===== config.mk =====
export PLATFORM = sky130hd
export DESIGN_NAME = button_event_classifier
export DESIGN_NICKNAME = d
export VERILOG_FILES = /design/src/rtl/button_event_classifier.sv
export SDC_FILE = /design/constraint.sdc
export NUM_CORES = 1
export LEC_CHECK = 0
export ABC_AREA = 1
export CAP_MARGIN = 20
export CORE_MARGIN = 3
export CORE_UTILIZATION = 54
export CTS_CLUSTER_SIZE = 10
export DETAILED_ROUTE_END_ITERATION = 8
export PLACE_DENSITY = 0.76
export SYNTH_ARGS = -nofsm -noshare
export SYNTH_HDL_FRONTEND = slang
export SYNTH_SLANG_ARGS = --single-unit

===== constraint.sdc =====
create_clock -name clock -period 1.95 [get_ports clock]
set_clock_uncertainty 0.2 [all_clocks]
set_input_delay 0.39 -clock clock [delete_from_list [all_inputs] [get_ports clock]]
set_output_delay 0.39 -clock clock [all_outputs]
set_load 0.02 [all_outputs]

===== src/rtl/button_event_classifier.sv =====
`default_nettype none
// ============================================================================
// Module   : button_event_classifier
// Function : Turns a debounced button level into one-cycle gesture pulses
//            (press, release, short, double, long, repeat) and a held level.
// Revision : 1.0
// ============================================================================
module button_event_classifier #(
    parameter int LONG_CYCLES       = 50_000_000,
    parameter int DOUBLE_GAP_CYCLES = 12_500_000,
    parameter int REPEAT_CYCLES     = 5_000_000
) (
    input  logic clock,
    input  logic reset,
    input  logic btn_i,
    output logic press_o,
    output logic release_o,
    output logic short_o,
    output logic double_o,
    output logic long_o,
    output logic repeat_o,
    output logic held_o
);

    localparam int C_MAX_A = (LONG_CYCLES > DOUBLE_GAP_CYCLES) ? LONG_CYCLES : DOUBLE_GAP_CYCLES;
    localparam int C_MAX   = (C_MAX_A > REPEAT_CYCLES) ? C_MAX_A : REPEAT_CYCLES;
    localparam int CNT_W   = $clog2(C_MAX) + 1;

    localparam logic [CNT_W-1:0] C_LONG_TERM = CNT_W'(LONG_CYCLES - 1);
    localparam logic [CNT_W-1:0] C_GAP_TERM  = CNT_W'(DOUBLE_GAP_CYCLES - 1);
    localparam logic [CNT_W-1:0] C_REP_TERM  = CNT_W'(REPEAT_CYCLES - 1);

    localparam logic [2:0] C_IDLE      = 3'd0;
    localparam logic [2:0] C_PRESSED   = 3'd1;
    localparam logic [2:0] C_LONG_HELD = 3'd2;
    localparam logic [2:0] C_WAIT_GAP  = 3'd3;
    localparam logic [2:0] C_SECOND    = 3'd4;

    logic [2:0]       r_state;
    logic [CNT_W-1:0] r_cnt;
    logic             r_btn_q;

    logic [2:0]       w_state_nxt;
    logic [CNT_W-1:0] w_cnt_nxt;
    logic             w_rise;
    logic             w_fall;
    logic             w_press;
    logic             w_release;
    logic             w_short;
    logic             w_double;
    logic             w_long;
    logic             w_repeat;

    assign w_rise = btn_i & ~r_btn_q;
    assign w_fall = ~btn_i & r_btn_q;

    // A fall is always tested before a count expiry so it wins on a tie.
    always_comb begin
        w_state_nxt = r_state;
        w_cnt_nxt   = r_cnt;
        w_press     = 1'b0;
        w_release   = 1'b0;
        w_short     = 1'b0;
        w_double    = 1'b0;
        w_long      = 1'b0;
        w_repeat    = 1'b0;
        case (r_state)
            C_IDLE: begin
                w_cnt_nxt = '0;
                if (w_rise) begin
                    w_press     = 1'b1;
                    w_state_nxt = C_PRESSED;
                end
            end
            C_PRESSED: begin
                if (w_fall) begin
                    w_release   = 1'b1;
                    w_cnt_nxt   = '0;
                    w_state_nxt = C_WAIT_GAP;
                end else if (r_cnt == C_LONG_TERM) begin
                    w_long      = 1'b1;
                    w_cnt_nxt   = '0;
                    w_state_nxt = C_LONG_HELD;
                end else begin
                    w_cnt_nxt = r_cnt + 1'b1;
                end
            end
            C_LONG_HELD: begin
                if (w_fall) begin
                    w_release   = 1'b1;
                    w_cnt_nxt   = '0;
                    w_state_nxt = C_IDLE;
                end else if (r_cnt == C_REP_TERM) begin
                    w_repeat  = 1'b1;
                    w_cnt_nxt = '0;
                end else begin
                    w_cnt_nxt = r_cnt + 1'b1;
                end
            end
            C_WAIT_GAP: begin
                if (r_cnt == C_GAP_TERM) begin
                    // Gap expired: a rise on this exact cycle starts a fresh press.
                    w_short     = 1'b1;
                    w_cnt_nxt   = '0;
                    w_press     = w_rise;
                    w_state_nxt = w_rise ? C_PRESSED : C_IDLE;
                end else if (w_rise) begin
                    w_press     = 1'b1;
                    w_cnt_nxt   = '0;
                    w_state_nxt = C_SECOND;
                end else begin
                    w_cnt_nxt = r_cnt + 1'b1;
                end
            end
            C_SECOND: begin
                if (w_fall) begin
                    w_release   = 1'b1;
                    w_double    = 1'b1;
                    w_cnt_nxt   = '0;
                    w_state_nxt = C_IDLE;
                end else if (r_cnt == C_LONG_TERM) begin
                    w_long      = 1'b1;
                    w_cnt_nxt   = '0;
                    w_state_nxt = C_LONG_HELD;
                end else begin
                    w_cnt_nxt = r_cnt + 1'b1;
                end
            end
            default: begin
                w_cnt_nxt   = '0;
                w_state_nxt = C_IDLE;
            end
        endcase
    end

    always_ff @(posedge clock or posedge reset) begin
        if (reset) begin
            r_state   <= C_IDLE;
            r_cnt     <= '0;
            r_btn_q   <= 1'b0;
            press_o   <= 1'b0;
            release_o <= 1'b0;
            short_o   <= 1'b0;
            double_o  <= 1'b0;
            long_o    <= 1'b0;
            repeat_o  <= 1'b0;
            held_o    <= 1'b0;
        end else begin
            r_state   <= w_state_nxt;
            r_cnt     <= w_cnt_nxt;
            r_btn_q   <= btn_i;
            press_o   <= w_press;
            release_o <= w_release;
            short_o   <= w_short;
            double_o  <= w_double;
            long_o    <= w_long;
            repeat_o  <= w_repeat;
            held_o    <= (w_state_nxt == C_PRESSED) || (w_state_nxt == C_LONG_HELD) ||
                         (w_state_nxt == C_SECOND);
        end
    end

endmodule
`default_nettype wire


==> results_dict.tcl <==
set metrics [dict create \
    status "complete, but fails checks" \
    violations "negative setup slack" \
    fin_crit_sh 1.02 \
    first_pass_iters 5 \
    pre_cts_slack_ns -0.109 \
    max-slew-margin-rel 0.729 \
    drv_slew 0 \
    synthDominantCellAreaShare 0.433 \
    synthFlopType "dfrtp_1" \
    power.density_nw_per_um2 804 \
    track_usage 0.255 \
    grt_pass1_vias 2103 \
    synth_edf_count 0 \
    whs_ns 0.260 \
    crit_path_end_kind "flip-flop" \
    layout-drive-gt1-share 0.216 \
    grt_max_degree 39 \
    clk_pin_slew_ns 0.08 \
    viasPerCell 5.24 \
    dp_hpwl_um 3970 \
    insertion_delay_ns 0.30 \
    cap_violations 0 \
    wire_per_inst_um 14.2 \
    io_pins 10 \
    nets 359 \
    gp_congestion 0.940 \
    synth_largest_area_cell "dfrtp_1" \
    min_period_ns 1.99 \
    worstPathRequired_ns 1.94 \
    clockBufferDepth 2 \
    yosysWarnings 0 \
    tightest_slew_ns 0.403 \
    start_kind "flip-flop" \
    vias 2117 \
    leakage_nw 1.28 \
    arrival_ns 1.97 \
    numCtsBuffers 5 \
    core-area_um2 3800 \
    grt-ovfl-total 0 \
    finalSetupViolCount 25 \
    yosysUniqueCellTypes 24 \
    power_mw 2.32 \
    cts_sinks 38 \
    ant_nets 0 \
    vdd_ir_drop_max_uv 596 \
    grt_first_pass_wirelength_um 9740 \
    cts_hold_buffers 0 \
    antenna_found_initial 0 \
    wl_um 5720 \
    num_rows 22 \
    postSynth.asyncResetShare 1.00 \
    die_x_um 69.8 \
    synth_area_leaders "dfrtp_1, nand2_1, nor2_1, inv_1, xor2_1" \
    chipHeight_um 69.8 \
    setup.worst_path.end "r_cnt[21]" \
    placed_cell_area_um2 2580 \
    synth-seq-cells 38 \
    num_antenna_cells 0 \
    syn_inst 300 \
    htreeDepth 2 \
    reg2reg_from "r_cnt[0]" \
    area_growth_pct 31.5 \
    drc 0 \
    setup_ws_ns -0.0378 \
    io_buffer_count 9 \
    postSynthAreaPerCell_um2 7.32 \
    synth_nets 304 \
    hp-class "input port to async pin" \
    grt_setup_unrepaired "yes" \
    worstReg2RegEnd "r_cnt[21]" \
    critPathLaunch "r_cnt[0]" \
    crit_fanout 3 \
    start_util 0.578 \
    reg2reg_depth 10 \
    drt_iter0_drc 163 \
    finalInstanceArea_um2 2890 \
    reg2reg_slack_ns -0.04 \
    timing.fmax_mhz 503 \
    dieArea_um2 4870 \
    clockRootBuffer "clkbuf_8" \
    syn-cell-area_um2 2190 \
    cts_tree "yes" \
    setup.worst_path.class "flip-flop to flip-flop" \
    ys_seq_area_frac 0.433 \
    finalHoldViolCount 0 \
]
## cells by family (layout without fill, tap and decap cells)
family,after synthesis,in the layout,share of synthesized area
AOI/OAI and AO/OA,9,9,0.0302
adders and majority gates,1,1,0.00570
xor gates and xnor gates,19,19,0.0758
buffers and inverters,43,99,0.0804
DFF,38,38,0.433
and+or+nand+nor,190,190,0.375
## critical path, cell delays in order, from the launching register on
cell and delay [ns]:
dfrtp_1 0.42, buf_6 0.11, buf_4 0.11, nand3_2 0.09
nor2_2 0.13, nand2_1 0.09, nor2_2 0.14, nand4_1 0.20
nor2_1 0.18, xor2_1 0.16, nor2_1 0.06
## synthesized netlist by cell type (3+ instances only)
library cell  number
nand2_2            3
or2_2              3
nand2_1           73
o21ai_0            3
nor3_1            10
inv_1             41
nor2_2             4
nand3_1           20
nor4_1             5
dfrtp_1           38
nand4_1            7
xnor2_1            3
xor2_1            16
nor2_1            62
## sequential cells by signal (all words and copies together) (netlist names)
name and count:
repeat_o 1, press_o 1, held_o 1, r_cnt 27
short_o 1, r_state 3, long_o 1, release_o 1
double_o 1, r_btn_q 1
## layout make-up
cell class                      count  area, µm²
Multi-Input combinational cell    219       1150
Sequential cell                    38        951
Fill cell                         275        913
Timing Repair Buffer               50        429
Inverter                           41        154
Clock buffer                        6       82.6
Clock inverter                      2       60.1
Tap cell                           48       60.1
## repair_timing
item,4_1_cts,5_1_grt
cloned,1,0
setup endpoints to repair,28,28
setup buffers,7,4
pin swaps,6,17
resized for setup,8,18
## metal layers
metal | up-vias | wire, µm | GRT usage
li1 | 1042 | - | -
met1 | 985 | 2620 | 0.351
met2 | 74 | 2580 | 0.393
met3 | 16 | 380 | 0.0565
met4 | 0 | 146 | 0.0957
met5 | - | 0 | 0
## how the worst min path moves through the flow
stage,end,slack (ns),cells past startpoint
2_1_floorplan,r_btn_q,0.22,0
3_3_place_gp,release_o,0.29,1
3_5_place_dp,r_cnt[0],0.33,2
4_1_cts,r_cnt[3],0.27,3
5_1_grt,r_cnt[3],0.30,3
6_report,r_cnt[3],0.26,3
## where the power goes
group          total, mW  switching, mW  internal (mW)
combinational      0.616          0.362          0.254
sequential         0.877         0.0355          0.841
clock              0.827          0.281          0.546
## layout by cell type, fill, tap and decap left out, types with 2 or more instances in the layout
cell type / synthesis / routed
nor2_4: 0 / 3
nand4_1: 7 / 7
xnor2_1: 3 / 3
buf_4: 0 / 35
clkdlybuf4s50_1: 0 / 9
or2_2: 3 / 3
nand3_1: 20 / 15
nand2_1: 73 / 72
nor4_1: 5 / 5
bufinv_16: 0 / 2
nor2_2: 4 / 9
inv_1: 41 / 41
dfrtp_1: 38 / 38
nand3_2: 1 / 6
o21ai_0: 3 / 3
buf_6: 2 / 5
nor2_1: 62 / 54
nand2_2: 3 / 4
a21oi_1: 2 / 2
clkbuf_8: 0 / 6
nor3_1: 10 / 10
xor2_1: 16 / 16
## per-stage QoR
stage	instances	setup TNS, ns	utilization
finish	404	-0.447	0.760
global route	404	-3.67	0.760
CTS	402	-0.104	0.745
detailed placement	386	-1.43	0.679
global placement	386	-0.870	0.679
floorplan	300	0	-
No activity file was read; power rests on OpenSTA's default activity.
